`config.mk`:
```
export PLATFORM = sky130hd
export DESIGN_NAME = wb_exc_commit
export DESIGN_NICKNAME = d
export VERILOG_FILES = /design/src/rtl/wb_exc_commit.sv
export SDC_FILE = /design/constraint.sdc
export NUM_CORES = 1
export LEC_CHECK = 0
export BUFFER_PORTS_ARGS = -buffer_cell sky130_fd_sc_hd__buf_2
export CAP_MARGIN = 10
export CELL_PAD_IN_SITES_DETAIL_PLACEMENT = 1
export CELL_PAD_IN_SITES_GLOBAL_PLACEMENT = 1
export CORE_ASPECT_RATIO = 0.5
export CORE_MARGIN = 2
export CORE_UTILIZATION = 23
export DETAILED_ROUTE_END_ITERATION = 16
export GPL_ROUTABILITY_DRIVEN = 0
export PLACE_DENSITY = 0.87
export RECOVER_POWER = 25
export SYNTH_ARGS = -nofsm -noshare
export SYNTH_HDL_FRONTEND = slang
export SYNTH_SLANG_ARGS = --single-unit
```
`constraint.sdc`:
```
create_clock -name clk -period 1.7 [get_ports clk]
set_clock_uncertainty 0.15 [all_clocks]
set_input_delay 0.17 -clock clk [delete_from_list [all_inputs] [get_ports clk]]
set_output_delay 0.17 -clock clk [all_outputs]
set_load 0.05 [all_outputs]
```
`src/rtl/wb_exc_commit.sv`:
```
// Writeback-stage exception/ERTN commit controller feeding CSR_Unit.
// Picks the winning trap cause, issues one redirect to Pre-IF and squashes the pipe while it drains.
module wb_exc_commit #(
    parameter int unsigned DRAIN_CYCLES = 2
) (
    input  logic        clk,
    input  logic        reset,
    input  logic        wb_valid,
    input  logic [31:0] wb_pc_in,
    input  logic [31:0] wb_vaddr,
    input  logic        wb_exc_adef,
    input  logic        wb_exc_ine,
    input  logic        wb_exc_sys,
    input  logic        wb_exc_brk,
    input  logic        wb_exc_ale,
    input  logic        wb_is_ertn,
    input  logic        wb_csr_we_in,
    input  logic        has_int,
    input  logic [31:0] ex_entry,
    input  logic [31:0] er_entry,
    output logic        wb_ex,
    output logic [5:0]  wb_ecode,
    output logic [8:0]  wb_esubcode,
    output logic [31:0] wb_pc,
    output logic        ertn_flush,
    output logic        csr_we,
    output logic        badv_we,
    output logic [31:0] badv_data,
    output logic        redirect_valid,
    output logic [31:0] redirect_pc,
    input  logic        redirect_ready,
    output logic        pipe_flush
);

    typedef enum logic [1:0] {
        IDLE  = 2'd0,
        REDIR = 2'd1,
        DRAIN = 2'd2
    } state_t;

    localparam logic [3:0] DRAIN_LOAD = 4'(DRAIN_CYCLES - 1);

    localparam logic [5:0] ECODE_INT  = 6'h00;
    localparam logic [5:0] ECODE_ADEF = 6'h08;
    localparam logic [5:0] ECODE_ALE  = 6'h09;
    localparam logic [5:0] ECODE_SYS  = 6'h0B;
    localparam logic [5:0] ECODE_BRK  = 6'h0C;
    localparam logic [5:0] ECODE_INE  = 6'h0D;

    state_t      state_r;
    logic [3:0]  drain_cnt_r;
    logic        redirect_valid_r;
    logic [31:0] redirect_pc_r;
    logic        flush_r;

    logic        commit_s;
    logic        take_ex_s;
    logic        ertn_take_s;
    logic        badv_sel_s;
    logic [5:0]  ecode_s;

    // Reset also blocks commits so every output reads zero while it is held.
    assign commit_s = (state_r == IDLE) && wb_valid && !reset;

    // Fixed-priority cause select: interrupt first, then fetch-side before execute-side faults.
    always_comb begin
        take_ex_s  = 1'b0;
        badv_sel_s = 1'b0;
        ecode_s    = 6'h00;
        if (!commit_s) begin
            take_ex_s = 1'b0;
        end else if (has_int) begin
            take_ex_s = 1'b1;
            ecode_s   = ECODE_INT;
        end else if (wb_exc_adef) begin
            take_ex_s  = 1'b1;
            badv_sel_s = 1'b1;
            ecode_s    = ECODE_ADEF;
        end else if (wb_exc_ine) begin
            take_ex_s = 1'b1;
            ecode_s   = ECODE_INE;
        end else if (wb_exc_sys) begin
            take_ex_s = 1'b1;
            ecode_s   = ECODE_SYS;
        end else if (wb_exc_brk) begin
            take_ex_s = 1'b1;
            ecode_s   = ECODE_BRK;
        end else if (wb_exc_ale) begin
            take_ex_s  = 1'b1;
            badv_sel_s = 1'b1;
            ecode_s    = ECODE_ALE;
        end else begin
            take_ex_s = 1'b0;
        end
    end

    assign ertn_take_s = commit_s && wb_is_ertn && !take_ex_s;

    assign wb_ex          = take_ex_s;
    assign wb_ecode       = take_ex_s ? ecode_s : 6'h00;
    assign wb_esubcode    = 9'h000;
    assign wb_pc          = take_ex_s ? wb_pc_in : 32'h0000_0000;
    assign ertn_flush     = ertn_take_s;
    assign csr_we         = commit_s && !take_ex_s && !wb_is_ertn && wb_csr_we_in;
    assign badv_we        = take_ex_s && badv_sel_s;
    assign badv_data      = take_ex_s ? wb_vaddr : 32'h0000_0000;
    assign redirect_valid = redirect_valid_r;
    assign redirect_pc    = redirect_pc_r;
    // The commit cycle itself must already squash younger stages.
    assign pipe_flush     = take_ex_s || ertn_take_s || flush_r;

    // Redirect/drain sequencer with registered handshake and flush outputs.
    always_ff @(posedge clk) begin
        if (reset) begin
            state_r          <= IDLE;
            drain_cnt_r      <= 4'd0;
            redirect_valid_r <= 1'b0;
            redirect_pc_r    <= 32'h0000_0000;
            flush_r          <= 1'b0;
        end else begin
            case (state_r)
                IDLE: begin
                    if (take_ex_s || ertn_take_s) begin
                        state_r          <= REDIR;
                        redirect_valid_r <= 1'b1;
                        flush_r          <= 1'b1;
                        redirect_pc_r    <= take_ex_s ? ex_entry : er_entry;
                    end else begin
                        state_r          <= IDLE;
                        redirect_valid_r <= 1'b0;
                        flush_r          <= 1'b0;
                    end
                end
                REDIR: begin
                    if (redirect_ready) begin
                        state_r          <= DRAIN;
                        redirect_valid_r <= 1'b0;
                        drain_cnt_r      <= DRAIN_LOAD;
                    end else begin
                        state_r          <= REDIR;
                    end
                    flush_r <= 1'b1;
                end
                DRAIN: begin
                    if (drain_cnt_r == 4'd0) begin
                        state_r <= IDLE;
                        flush_r <= 1'b0;
                    end else begin
                        drain_cnt_r <= drain_cnt_r - 4'd1;
                        flush_r     <= 1'b1;
                    end
                end
                default: begin
                    state_r          <= IDLE;
                    drain_cnt_r      <= 4'd0;
                    redirect_valid_r <= 1'b0;
                    flush_r          <= 1'b0;
                end
            endcase
        end
    end

endmodule
```
==> results.txt, run 1 <==
----------------------------------------------------
[Run status]
  Run status ... finished, violations left
  Violated checks ... negative setup slack

[Setup path]
  Slowest-stage cell, CP ... sky130_fd_sc_hd__dfxtp_2
  Kind of start point of the critical path ... flop
  Worst path cell trace ... inv_2 -> ha_4 -> nand3b_4 -> nor2_4 -> buf_12 -> clkbuf_16 -> and2_4 -> buf_8
  Worst setup path start ... state_r[1]
  Maximum fanout encountered on the critical timing path ... 16
  Reg2Reg Depth ... 8
  Maximum single-stage delay on the critical path ... 0.34 ns
  Origin of the critical flop-to-flop path ... state_r[1]
  Crit path max-delay family ... buffers and inverters
  Worst setup EP type ... output pin
  Endpoint of the worst-slack reg-to-reg timing path ... redirect_pc[9]
  Buffer and inverter count on the worst path ... 4
  Required arrival time at the worst endpoint ... 1.38 ns
  Register-to-register setup slack ... -0.32 ns
  Worst setup path class ... flop to output pin
  Arrival @ worst endpoint ... 1.83 ns

[Routing]
  DRC violations left ... 0
  Per-cell routed wire length ... 26.2 µm
  Total wire length ... 21900 µm
  Detailed Route Iter0 Violations ... 361
  Via total after detailed routing ... 4547
  TritonRoute pass-1 iters ... 5
  Number of antenna-violating nets in the routed design ... 0
  Routed via count divided by cell count ... 5.44

[Logic synthesis]
  Share of the synthesized area in compound gates (AO/OA/AOI/OAI) ... 24.7%
  Cells taking the most area after synthesis ... sky130_fd_sc_hd__dfxtp_1, sky130_fd_sc_hd__a2111oi_2, sky130_fd_sc_hd__and2_1
  Post-synth ARST share ... 0%
  Proportion of netlist area held by the largest area contributor ... 25.9%
  Post-synthesis share of cell area spent on xor and xnor gates ... 0.283%
  Prevailing post-synth register cell ... sky130_fd_sc_hd__dfxtp_1
  Fraction of the mapped netlist area in adder cells ... 2.43%
  Number of flops mapped to enable cells by yosys ... 0
  Post-synthesis instance area ... 0.00310 mm²
  Yosys Warn Count ... 0
  Cell variety after synth ... 38
  Average cell area after synthesis ... 8.15 µm²
  Post-Synth Simple-Gate Area ... 36.3%
  Sequential-to-total area share from yosys stat ... 25.9%
  Dominant combinational cell family by area after synthesis ... simple AND/OR/NAND/NOR gates
  Largest area contributor in the netlist ... sky130_fd_sc_hd__dfxtp_1
  Post-synthesis mux area share ... 0.687%
  Count of state elements after synthesis ... 40
  Gate count after technology mapping ... 380

[Power]
  Lkg Pwr ... 2.92 nW
  Pwr/cell area ... 673 mW/mm²
  VDD IR max ... 380 µV

[Floorplanning]
  Std-Cell Rows ... 29
  Die height ... 86.0 µm
  Initial Util ... 24.0%
  Placeable core area ... 0.0129 mm²
  Chip Width ... 168 µm
  Number of top-level pins ... 257
  Overall die area ... 0.0145 mm²

[Layout]
  Fraction of final layout cells sized beyond drive strength 1 ... 72.1%
  Net count, final ... 807
  Synth-to-Final Area Change ... 110%

[STA]
  Worst Hold Margin ... 0.0158 ns
  Transition time at the pin with the least slew margin ... 0.720 ns
  Upper clock frequency limit ... 466 MHz
  Final period demand of the worst path ... 2.15 ns
  Setup_tns ... -34.87 ns
  Final Setup Violations ... 113
  Final period util ... 126%
  Crit path setup slack, layout ... -0.446 ns
  Max-Slew Margin vs Limit ... 52.0%
  Setup repair after global routing missed its margin ... yes
  Max-slew violation count ... 0
  Number of hold violations in the final report ... 0

[GRT]
  Global-route usage over all layers ... 23.1%
  Via count of the first global-routing pass ... 4556
  First-pass GRT wire length ... 26100 µm
  GR Overflow Total ... 0
  Number of antenna violations at the first check in global routing ... 4
  Pin count of the biggest net entering global routing ... 66

[Worst hold path]
  Worst hold path cell count ... 3
  Hold path startpoint ... redirect_ready
  Capture endpoint of the worst hold path ... state_r[1]
  Worst Hold Class ... input pin to flop

[Placement]
  Number of port buffers ... 245
  Detailed placer's ending HPWL ... 11100 µm

[Clocking]
  TritonCTS clock tree ... done
  CTS Buffer Depth ... 2
  CTS Root Cell ... sky130_fd_sc_hd__clkbuf_16
  Clock-pin transition on the worst setup and hold timing paths ... 0.07 ns
  Hold-fix buffers at CTS ... 0
  Clock latency reported for the late side of the worst-skew pair ... 0.31 ns
  Maximum level of the CTS H-tree ... 2
  Number of buffers inserted during clock tree synthesis ... 5
  TritonCTS Sinks ... 40

[Job]
  Reported max-cap violation count ... 0

----------------------------------------------------
==> layout make-up <==
class	count	area (µm²)
sequential	40	806
clock buffer	6	139
clock inverter	2	38.8
fill	1446	6420
antenna	4	10.0
multi-input combinational	297	2550
timing repair buffer	311	2720
inverter	6	22.5
tap	170	213
==> flip-flops by register name, indices dropped and copies added (netlist names) <==
register,flops
flush_r,1
state_r,2
redirect_valid,1
drain_cnt_r,4
redirect_pc,32
==> worst max path at each step <==
stage	slack (ns)	cells past startpoint	to
2_1_floorplan	-0.31	6	wb_ecode[1]
3_3_place_gp	-0.11	7	pipe_flush
3_5_place_dp	-0.16	7	pipe_flush
4_1_cts	-0.40	7	wb_pc[18]
5_1_grt	-0.47	8	badv_data[22]
6_report	-0.45	8	badv_data[22]
==> metal layers <==
layer,track usage (%),vias up,share of wire [%]
li1,-,1898,-
met1,23.8,2198,35
met2,44.2,321,50
met3,5.45,130,7.3
met4,12.7,0,7.3
met5,0,-,0
==> tightest hold or removal path: cells and delay by family <==
kind | cells | cell delay [ns]
AND/OR/NAND/NOR | 1 | 0.10
AO/OA/AOI/OAI | 1 | 0.05
buffers and inverters | 1 | 0.11
==> where the power goes <==
part | internal [mW] | leakage, nW | switching [mW]
registers | 1.01 | 0.333 | 0.0750
logic | 0.827 | 2.50 | 1.24
clock network | 0.738 | 0.0871 | 0.479
total | 2.58 | 2.92 | 1.80
==> metrics by stage <==
step | utilization (%) | total power [mW] | setup WS [ns] | cell area [µm²] | instances
floorplan | - | 2.20 | -0.308 | 3410 | 390
global placement | 37.7 | 2.58 | -0.110 | 4870 | 796
detailed placement | 37.7 | 2.63 | -0.157 | 4870 | 796
CTS | 45.6 | 4.02 | -0.395 | 5890 | 819
global route | 50.3 | 4.47 | -0.475 | 6500 | 836
finish | 50.3 | 4.38 | -0.446 | 6500 | 836
==> placed cells by master, fill, tap and decap left out, types with 3 or more instances in the layout <==
| cell | count |
|---|---|
| sky130_fd_sc_hd__a2111oi_2 | 32 |
| sky130_fd_sc_hd__conb_1 | 11 |
| sky130_fd_sc_hd__nor2_2 | 10 |
| sky130_fd_sc_hd__diode_2 | 4 |
| sky130_fd_sc_hd__nor2_1 | 29 |
| sky130_fd_sc_hd__clkbuf_16 | 10 |
| sky130_fd_sc_hd__buf_2 | 164 |
| sky130_fd_sc_hd__clkbuf_1 | 8 |
| sky130_fd_sc_hd__nand2b_1 | 32 |
| sky130_fd_sc_hd__buf_6 | 15 |
| sky130_fd_sc_hd__o22ai_1 | 32 |
| sky130_fd_sc_hd__nor2_4 | 3 |
| sky130_fd_sc_hd__dfxtp_1 | 36 |
| sky130_fd_sc_hd__nor3_2 | 16 |
| sky130_fd_sc_hd__dfxtp_2 | 4 |
| sky130_fd_sc_hd__nand2_1 | 3 |
| sky130_fd_sc_hd__ha_4 | 3 |
| sky130_fd_sc_hd__buf_12 | 11 |
| sky130_fd_sc_hd__buf_8 | 67 |
| sky130_fd_sc_hd__nor3_4 | 3 |
| sky130_fd_sc_hd__and2_4 | 64 |
| sky130_fd_sc_hd__nor3_1 | 22 |
| sky130_fd_sc_hd__inv_2 | 4 |
| sky130_fd_sc_hd__buf_4 | 39 |
==> Yosys cell counts, drive strengths merged, types with 2 or more instances <==
master   instances
nand3b           2
o22ai           32
nor2            42
nand2            6
dfxtp           40
and2            65
nor3            41
inv              6
a21oi            5
nand2b          32
o21ai            2
ha               6
buf             26
and2b            2
a31oi            2
clkbuf          21
a2111oi         33
or3              2
nor3b            3
a211oi           2
==> logic make-up (layout without fill, tap and decap cells) <==
family	Yosys count	count (layout)
AO/OA/AOI/OAI	77	77
XOR/XNOR	1	1
adder cells (fa/ha/maj)	6	6
buffers and inverters	53	325
flip-flops	40	40
multiplexers	2	2
other	1	15
AND/OR/NAND/NOR	200	200
==> what timing repair did <==
action	in CTS	in global routing
gates cloned	2	6
resized for setup	194	118
setup endpoints to repair	112	113
pin swaps	12	38
setup buffers	13	10
Note: power is estimated with default switching activity, not from simulation.
==> inputs of run 2 (changes only) <==
ABC_AREA = 1   (was default)
CORE_UTILIZATION = 21   (was 23)
==> run 2 against run 1 <==
  * The run still ends with negative setup slack left
  * Routed wire length grew 4.8%
  * First-iteration DRC count shrank 25%
  * Hold slack gained 0.014 ns
  * Area after synthesis shrank 2.2%
  * Critical path depth grew 1
  * Total power grew 13%
  * Critical path type unchanged
  * Largest cell class unchanged
  * Largest power group unchanged
==> results.txt, run 2 <==
----------------------------------------------------
[Logic synthesis]
  Cells taking the most area after synthesis ... sky130_fd_sc_hd__dfxtp_1, sky130_fd_sc_hd__nor2_1, sky130_fd_sc_hd__nand2_1 (was sky130_fd_sc_hd__dfxtp_1, sky130_fd_sc_hd__a2111oi_2, sky130_fd_sc_hd__and2_1)
  Number of flops mapped to enable cells by yosys ... 0 (unchanged)
  Prevailing post-synth register cell ... sky130_fd_sc_hd__dfxtp_1 (unchanged)
  Post-synthesis mux area share ... 0% (was 0.687%)
  Post-synthesis share of cell area spent on xor and xnor gates ... 0.289% (was 0.283%)
  Yosys Warn Count ... 0 (unchanged)
  Commonest cells in the synthesized netlist ... sky130_fd_sc_hd__nor2_1, sky130_fd_sc_hd__nand2_1, sky130_fd_sc_hd__inv_1, sky130_fd_sc_hd__dfxtp_1, sky130_fd_sc_hd__nand3_1 (was sky130_fd_sc_hd__and2_1, sky130_fd_sc_hd__nor2_1, sky130_fd_sc_hd__dfxtp_1, sky130_fd_sc_hd__nor3_1, sky130_fd_sc_hd__a2111oi_2)
  Most frequently used cell type in the post-synthesis netlist ... sky130_fd_sc_hd__nor2_1 (was sky130_fd_sc_hd__and2_1)
  Post-synth ARST share ... 0% (unchanged)
  Sequential-to-total area share from yosys stat ... 26.5% (was 25.9%)
  Count of state elements after synthesis ... 40 (unchanged)
  Average cell area after synthesis ... 5.80 µm² (was 8.15 µm²)
  Post-Synth Simple-Gate Area ... 48.3% (was 36.3%)
  Largest area contributor in the netlist ... sky130_fd_sc_hd__dfxtp_1 (unchanged)
  Proportion of netlist area held by the largest area contributor ... 26.5% (was 25.9%)
  Post-synthesis instance area ... 0.00303 mm² (was 0.00310 mm²)
  Dominant combinational cell family by area after synthesis ... simple AND/OR/NAND/NOR gates (unchanged)
  Gate count after technology mapping ... 522 (was 380)
  Share of the synthesized area in compound gates (AO/OA/AOI/OAI) ... 3.02% (was 24.7%)
  Cell variety after synth ... 27 (was 38)
  Fraction of the mapped netlist area in adder cells ... 2.48% (was 2.43%)

[Routing]
  Via total after detailed routing ... 4989 (was 4547)
  Routed via count divided by cell count ... 4.93 (was 5.44)
  TritonRoute pass-1 iters ... 5 (unchanged)
  Detailed Route Iter0 Violations ... 271 (was 361)
  Total wire length ... 22900 µm (was 21900 µm)
  DRC violations left ... 0 (unchanged)
  Number of antenna-violating nets in the routed design ... 0 (unchanged)
  Per-cell routed wire length ... 22.7 µm (was 26.2 µm)

[Power]
  Power Internal ... 2.73 mW (was 2.58 mW)
  Psw ... 2.22 mW (was 1.80 mW)
  Sequential group share of total power ... 22.0% (was 24.8%)
  Portion of total power attributed to the clock network ... 22.9% (was 27.8%)
  Share of total power in combinational logic ... 55.0% (was 47.3%)
  Sw Share ... 44.8% (was 41.1%)
  Pwr/cell area ... 687 mW/mm² (was 673 mW/mm²)
  VDD IR max ... 391 µV (was 380 µV)
  Lkg Pwr ... 3.62 nW (was 2.92 nW)
  Overall power after layout ... 4.95 mW (was 4.38 mW)

[Setup path]
  Slowest-stage cell, CP ... sky130_fd_sc_hd__dfxtp_2 (unchanged)
  Arrival @ worst endpoint ... 1.96 ns (was 1.83 ns)
  Register-to-register setup slack ... -0.47 ns (was -0.32 ns)
  Worst setup EP type ... output pin (unchanged)
  Depth of the critical timing path with buffers and inverters included ... 9 (was 8)
  Buffer and inverter count on the worst path ... 5 (was 4)
  Kind of start point of the critical path ... flop (unchanged)
  Maximum single-stage delay on the critical path ... 0.33 ns (was 0.34 ns)
  Crit path max-delay family ... buffers and inverters (unchanged)
  Required arrival time at the worst endpoint ... 1.38 ns (about the same)
  Maximum fanout encountered on the critical timing path ... 4 (was 16)
  Reg2Reg Depth ... 14 (was 8)
  Worst path cell trace ... inv_2 -> ha_4 -> nand2_4 -> nor2_4 -> buf_12 -> clkinvlp_4 -> buf_4 -> nor4_4 -> buf_6 (was inv_2 -> ha_4 -> nand3b_4 -> nor2_4 -> buf_12 -> clkbuf_16 -> and2_4 -> buf_8)
  Worst setup path class ... flop to output pin (unchanged)

[GRT]
  Pin count of the biggest net entering global routing ... 35 (was 66)
  GR Overflow Total ... 0 (unchanged)
  Number of antenna violations at the first check in global routing ... 0 (was 4)
  First-pass GRT wire length ... 30500 µm (was 26100 µm)
  Global-route usage over all layers ... 26.1% (was 23.1%)
  Via count of the first global-routing pass ... 5083 (was 4556)

[STA]
  Final period util ... 134% (was 126%)
  Number of hold violations in the final report ... 0 (unchanged)
  Final period demand of the worst path ... 2.28 ns (was 2.15 ns)
  Setup_tns ... -43.20 ns (was -34.87 ns)
  Max-Slew Margin vs Limit ... 54.5% (was 52.0%)
  Crit path setup slack, layout ... -0.579 ns (was -0.446 ns)
  Upper clock frequency limit ... 439 MHz (was 466 MHz)
  Transition time at the pin with the least slew margin ... 0.685 ns (was 0.720 ns)
  Setup repair after global routing missed its margin ... yes (unchanged)
  Max-slew violation count ... 0 (unchanged)
  Final Setup Violations ... 108 (was 113)

[Placement]
  Detailed placer's ending HPWL ... 11100 µm (about the same)
  Number of port buffers ... 245 (unchanged)
  Placed inst area ... 0.00520 mm² (was 0.00487 mm²)
  Post-Place Cells ... 962 (was 796)

[Layout]
  Fill cells ... 1635 (was 1446)
  Commonest non-fill, non-tap cell in the layout ... sky130_fd_sc_hd__buf_2 (unchanged)
  Synth-to-Final Area Change ... 138% (was 110%)
  Leading cell types in the layout, fill and taps excluded ... sky130_fd_sc_hd__buf_2, sky130_fd_sc_hd__nor2_4, sky130_fd_sc_hd__inv_1 (was sky130_fd_sc_hd__buf_2, sky130_fd_sc_hd__buf_8, sky130_fd_sc_hd__and2_4)
  Post-layout instance area ... 0.00720 mm² (was 0.00650 mm²)
  Net count, final ... 963 (was 807)
  Final standard cell count with taps included and fillers excluded ... 1011 (was 836)
  Flip-flop count of the largest register after layout ... 32 (unchanged)
  Fraction of final layout cells sized beyond drive strength 1 ... 61.0% (was 72.1%)

[Worst hold path]
  Worst Hold Class ... input pin to flop (unchanged)
  Worst hold path cell count ... 3 (unchanged)

[Clocking]
  TritonCTS clock tree ... done (unchanged)
  Maximum level of the CTS H-tree ... 2 (unchanged)
  TritonCTS Sinks ... 40 (unchanged)
  CTS Root Cell ... sky130_fd_sc_hd__clkbuf_16 (unchanged)
  CTS Buffer Depth ... 2 (unchanged)
  Number of buffers inserted during clock tree synthesis ... 5 (unchanged)
  Clock latency reported for the late side of the worst-skew pair ... 0.30 ns (was 0.31 ns)
  Clock-pin transition on the worst setup and hold timing paths ... 0.06 ns (was 0.07 ns)

[Floorplanning]
  Die height ... 88.9 µm (was 86.0 µm)
  Overall die area ... 0.0154 mm² (was 0.0145 mm²)
  Placeable core area ... 0.0138 mm² (was 0.0129 mm²)
  Std-Cell Rows ... 30 (was 29)
  Chip Width ... 174 µm (was 168 µm)
  Number of top-level pins ... 257 (unchanged)
  Initial Util ... 21.9% (was 24.0%)

[Job]
  Reported max-cap violation count ... 0 (unchanged)

[Run status]
  Violated checks ... negative setup slack (unchanged)
  Run status ... finished, violations left (unchanged)

----------------------------------------------------
==> run 2: cell types whose count changed in the layout (fill, tap and decap cells not counted), moves of 32 or more <==
cell / change
sky130_fd_sc_hd__nand2_2: +33
sky130_fd_sc_hd__nand2_1: +53
sky130_fd_sc_hd__a2111oi_2: -32
sky130_fd_sc_hd__buf_8: -39
sky130_fd_sc_hd__nor2_4: +87
sky130_fd_sc_hd__o22ai_1: -32
sky130_fd_sc_hd__and2_4: -64
sky130_fd_sc_hd__buf_6: +46
sky130_fd_sc_hd__nand2b_1: -32
sky130_fd_sc_hd__nand3_1: +37
sky130_fd_sc_hd__inv_1: +77
==> run 2: per-stage QoR <==
| stage | hold slack (ns) | setup slack [ns] | util (%) |
|---|---|---|---|
| global route | 0.0479 | -0.620 | 52.1 |
| CTS | 0.0322 | -0.460 | 49.1 |
| global placement | 0.298 | -0.236 | 37.7 |
| finish | 0.0299 | -0.579 | 52.1 |
| detailed placement | 0.311 | -0.313 | 37.7 |
| floorplan | 0.0891 | -0.413 | - |
==> run 2: cell type report <==
| class | count | area, µm² | area share (%) |
|---|---|---|---|
| clock inverter | 2 | 35.0 | 0.487 |
| inverter | 88 | 354 | 4.92 |
| clock buffer | 6 | 129 | 1.79 |
| sequential | 40 | 803 | 11.2 |
| multi-input combinational | 365 | 2800 | 38.9 |
| tap | 192 | 240 | 3.34 |
| timing repair buffer | 317 | 2830 | 39.3 |
| antenna | 1 | 2.50 | 0.0348 |
==> run 2: timing repair <==
action / CTS / global route
endpoints found under the setup margin: 107 / 113
gates resized for setup: 254 / 128
cloned: 14 / 4
pin swaps: 33 / 46
buffers inserted: 26 / 9
hold buffers: 0 / 0
==> run 2: worst min-delay path: stages <==
cell                      delay [ns]
sky130_fd_sc_hd__buf_2          0.12
sky130_fd_sc_hd__nand2_1        0.07
sky130_fd_sc_hd__a21oi_1        0.07
==> run 2: final timing paths <==
| path | from | endpoint |
|---|---|---|
| setup / recovery | state_r[1] | wb_ecode[2] |
| hold / removal | redirect_ready | state_r[1] |
| setup reg to reg | state_r[1] | redirect_pc[26] |
| hold reg to reg | drain_cnt_r[3] | drain_cnt_r[3] |
==> run 2: power by group through the flow <==
stage          Clock (mW)  Sequential [mW]  Combinational (mW)
2_1_floorplan           0             1.37                1.09
3_3_place_gp            0             1.09                1.81
3_5_place_dp            0             1.09                1.86
4_1_cts              1.11             1.07                2.41
5_1_grt              1.18             1.10                2.82
6_report             1.13             1.09                2.72
==> run 2: routing by layer <==
metal / wire (µm) / up-vias / GRT usage (%) / part of all wire, %
li1: - / 2143 / - / -
met5: 0 / - / 0 / 0
met1: 8140 / 2446 / 28.3 / 35
met4: 1160 / 0 / 12.5 / 5.1
met2: 12100 / 295 / 49.8 / 53
met3: 1550 / 105 / 5.78 / 6.8
==> run 2: cells by family (layout without fill, tap and decap cells) <==
| logic type | after synthesis | count (layout) |
|---|---|---|
| buf+inv | 128 | 413 |
| xor+xnor | 1 | 1 |
| simple gates | 329 | 330 |
| other cells | 1 | 12 |
| flops | 40 | 40 |
| fa+ha+maj | 6 | 6 |
| compound gates | 17 | 17 |
==> inputs of run 3 (changes only) <==
CORE_MARGIN = 8   (was 2)
==> run 3 against run 2 <==
  * The flow still finishes with violations (negative setup slack)
  * Design area shrank 7.0%
  * Largest power group unchanged
  * Highest routed layer unchanged
  * Critical path depth shrank 1
  * First-iteration DRC count shrank 12%
  * Critical endpoint is now csr_we
  * Die area grew 21%
==> results.txt, run 3 (same netlist as run 2, synthesis figures left out) <==
----------------------------------------------------
[Layout]
  Net count, final ... 949 (was 963)
  Synth-to-Final Area Change ... 121% (was 138%)
  Fill cells ... 1754 (was 1635)
  Final cell utilization of the core ... 46.9% (was 52.1%)
  Flip-flop count of the largest register after layout ... 32 (unchanged)
  Leading cell types in the layout, fill and taps excluded ... sky130_fd_sc_hd__buf_2, sky130_fd_sc_hd__nor2_4, sky130_fd_sc_hd__nand2_1 (was sky130_fd_sc_hd__buf_2, sky130_fd_sc_hd__nor2_4, sky130_fd_sc_hd__inv_1)
  Fraction of final layout cells sized beyond drive strength 1 ... 55.5% (was 61.0%)
  Commonest non-fill, non-tap cell in the layout ... sky130_fd_sc_hd__buf_2 (unchanged)

[Floorplanning]
  Overall die area ... 0.0187 mm² (was 0.0154 mm²)
  Std-Cell Rows ... 31 (was 30)
  Number of top-level pins ... 257 (unchanged)
  Die height ... 101 µm (was 88.9 µm)
  Chip Width ... 186 µm (was 174 µm)
  Placeable core area ... 0.0143 mm² (was 0.0138 mm²)
  Initial Util ... 21.2% (was 21.9%)

[Setup path]
  Worst setup path class ... flop to output pin (unchanged)
  Register-to-register setup slack ... -0.32 ns (was -0.47 ns)
  Worst setup EP type ... output pin (unchanged)
  Worst path cell trace ... inv_2 -> ha_4 -> nand2_4 -> nor2_4 -> clkinvlp_4 -> buf_6 -> nor4_4 -> buf_6 (was inv_2 -> ha_4 -> nand2_4 -> nor2_4 -> buf_12 -> clkinvlp_4 -> buf_4 -> nor4_4 -> buf_6)
  Arrival @ worst endpoint ... 1.82 ns (was 1.96 ns)
  Origin of the critical flop-to-flop path ... state_r[0] (was state_r[1])
  Required arrival time at the worst endpoint ... 1.38 ns (about the same)
  Maximum single-stage delay on the critical path ... 0.33 ns (about the same)
  Most repeated library cell on the critical path ... sky130_fd_sc_hd__buf_6
  Kind of start point of the critical path ... flop (unchanged)
  Slowest-stage cell, CP ... sky130_fd_sc_hd__dfxtp_2 (unchanged)
  Worst setup path start ... state_r[0] (was state_r[1])
  Maximum fanout encountered on the critical timing path ... 4 (unchanged)

[Placement]
  DP Worst Slack ... -0.239 ns (was -0.313 ns)
  Detailed placer's ending HPWL ... 13000 µm (was 11100 µm)
  Number of port buffers ... 245 (unchanged)

[GRT]
  GR Overflow Total ... 0 (unchanged)
  M2 GR Usage ... 39.5% (was 49.8%)
  First-pass GRT wire length ... 30100 µm (was 30500 µm)
  Number of antenna violations at the first check in global routing ... 4 (was 0)
  Global-route met3 utilization ... 4.24% (was 5.78%)
  Pin count of the biggest net entering global routing ... 35 (unchanged)
  Most heavily used metal layer in global routing ... met2 (unchanged)
  Met1 Resource Use GR ... 20.6% (was 28.3%)
  Via count of the first global-routing pass ... 5269 (was 5083)
  Global-route usage over all layers ... 20.6% (was 26.1%)

[Clocking]
  CTS Buffer Depth ... 2 (unchanged)
  TritonCTS Sinks ... 40 (unchanged)
  Maximum level of the CTS H-tree ... 2 (unchanged)
  CTS Root Cell ... sky130_fd_sc_hd__clkbuf_16 (unchanged)
  Number of buffers inserted during clock tree synthesis ... 5 (unchanged)
  TritonCTS clock tree ... done (unchanged)
  Clock latency reported for the late side of the worst-skew pair ... 0.29 ns (was 0.30 ns)
  Clock-pin transition on the worst setup and hold timing paths ... 0.06 ns (about the same)

[Routing]
  Total wire length ... 21300 µm (was 22900 µm)
  Routed via count divided by cell count ... 4.66 (was 4.93)
  Per-cell routed wire length ... 21.1 µm (was 22.7 µm)
  DRC violations left ... 0 (unchanged)
  Detailed Route Iter0 Violations ... 239 (was 271)
  Number of antenna-violating nets in the routed design ... 0 (unchanged)
  TritonRoute pass-1 iters ... 4 (was 5)
  Via total after detailed routing ... 4688 (was 4989)

[Power]
  Overall power after layout ... 4.56 mW (was 4.95 mW)
  Pwr/cell area ... 680 mW/mm² (was 687 mW/mm²)
  Lkg Pwr ... 3.40 nW (was 3.62 nW)
  VDD IR max ... 387 µV (was 391 µV)

[Worst hold path]
  Worst Hold Class ... input pin to flop (unchanged)
  Hold path startpoint ... er_entry[18] (was redirect_ready)

[STA]
  Final Setup Violations ... 109 (was 108)
  Max-slew violation count ... 0 (unchanged)
  Upper clock frequency limit ... 467 MHz (was 439 MHz)
  Max-Slew Margin vs Limit ... 52.9% (was 54.5%)
  Number of hold violations in the final report ... 0 (unchanged)
  Setup repair after global routing missed its margin ... yes (unchanged)
  Final period util ... 126% (was 134%)
  Setup_tns ... -37.16 ns (was -43.20 ns)
  Transition time at the pin with the least slew margin ... 0.709 ns (was 0.685 ns)
  Crit path setup slack, layout ... -0.439 ns (was -0.579 ns)
  Final period demand of the worst path ... 2.14 ns (was 2.28 ns)

[Run status]
  Run status ... finished, violations left (unchanged)
  Violated checks ... negative setup slack (unchanged)

[Job]
  Reported max-cap violation count ... 0 (unchanged)

----------------------------------------------------
==> run 3: repair_timing <==
| action | in CTS | in global routing |
|---|---|---|
| setup endpoints to repair | 108 | 112 |
| buffers inserted | 11 | 3 |
| pin swaps | 38 | 20 |
| hold buffers | 1 | 0 |
| gates resized for setup | 252 | 42 |
| hold endpoints to repair | 1 | 0 |
| gates cloned | 6 | 2 |
==> run 3: power breakdown <==
part / total (mW) / internal (mW) / switching [mW]
logic: 2.48 / 0.875 / 1.61
clock network: 0.987 / 0.587 / 0.400
registers: 1.09 / 1.03 / 0.0519
==> run 3: path summary, 6_finish.rpt <==
check                                        to  cells past startpoint
worst min register to register   drain_cnt_r[3]                      2
worst min-delay path            redirect_pc[18]                      5
worst max-delay path                     csr_we                      8
worst max register to register  redirect_pc[17]                     12
==> run 3: through the flow <==
| step | instances | cell area (µm²) | hold slack, ns |
|---|---|---|---|
| floorplan | 532 | 3750 | 0.0891 |
| global placement | 974 | 5290 | 0.301 |
| detailed placement | 974 | 5290 | 0.294 |
| CTS | 998 | 6510 | 0.0800 |
| global route | 1007 | 6700 | 0.102 |
| finish | 1007 | 6700 | 0.0774 |
==> run 3: critical path, delay by kind of cell (launching register included) <==
family / cells / cell delay (ns)
adder cells (fa/ha/maj): 1 / 0.16
flip-flops: 1 / 0.33
buffers and inverters: 4 / 0.61
AND/OR/NAND/NOR: 3 / 0.43
==> run 3: area by class of cell <==
type | count | area [µm²] | area share, %
antenna | 5 | 12.5 | 0.187
tap | 198 | 248 | 3.70
multi-input combinational | 365 | 2640 | 39.3
timing repair buffer | 303 | 2500 | 37.3
clock buffer | 8 | 146 | 2.18
sequential | 40 | 803 | 12.0
inverter | 88 | 354 | 5.28
==> run 3: per-layer routing <==
metal	vias up	part of all wire, %	wire (µm)
li1	2107	-	-
met1	2281	35	7440
met2	206	54	11400
met3	94	5.7	1220
met4	0	5.7	1210
met5	-	0	0
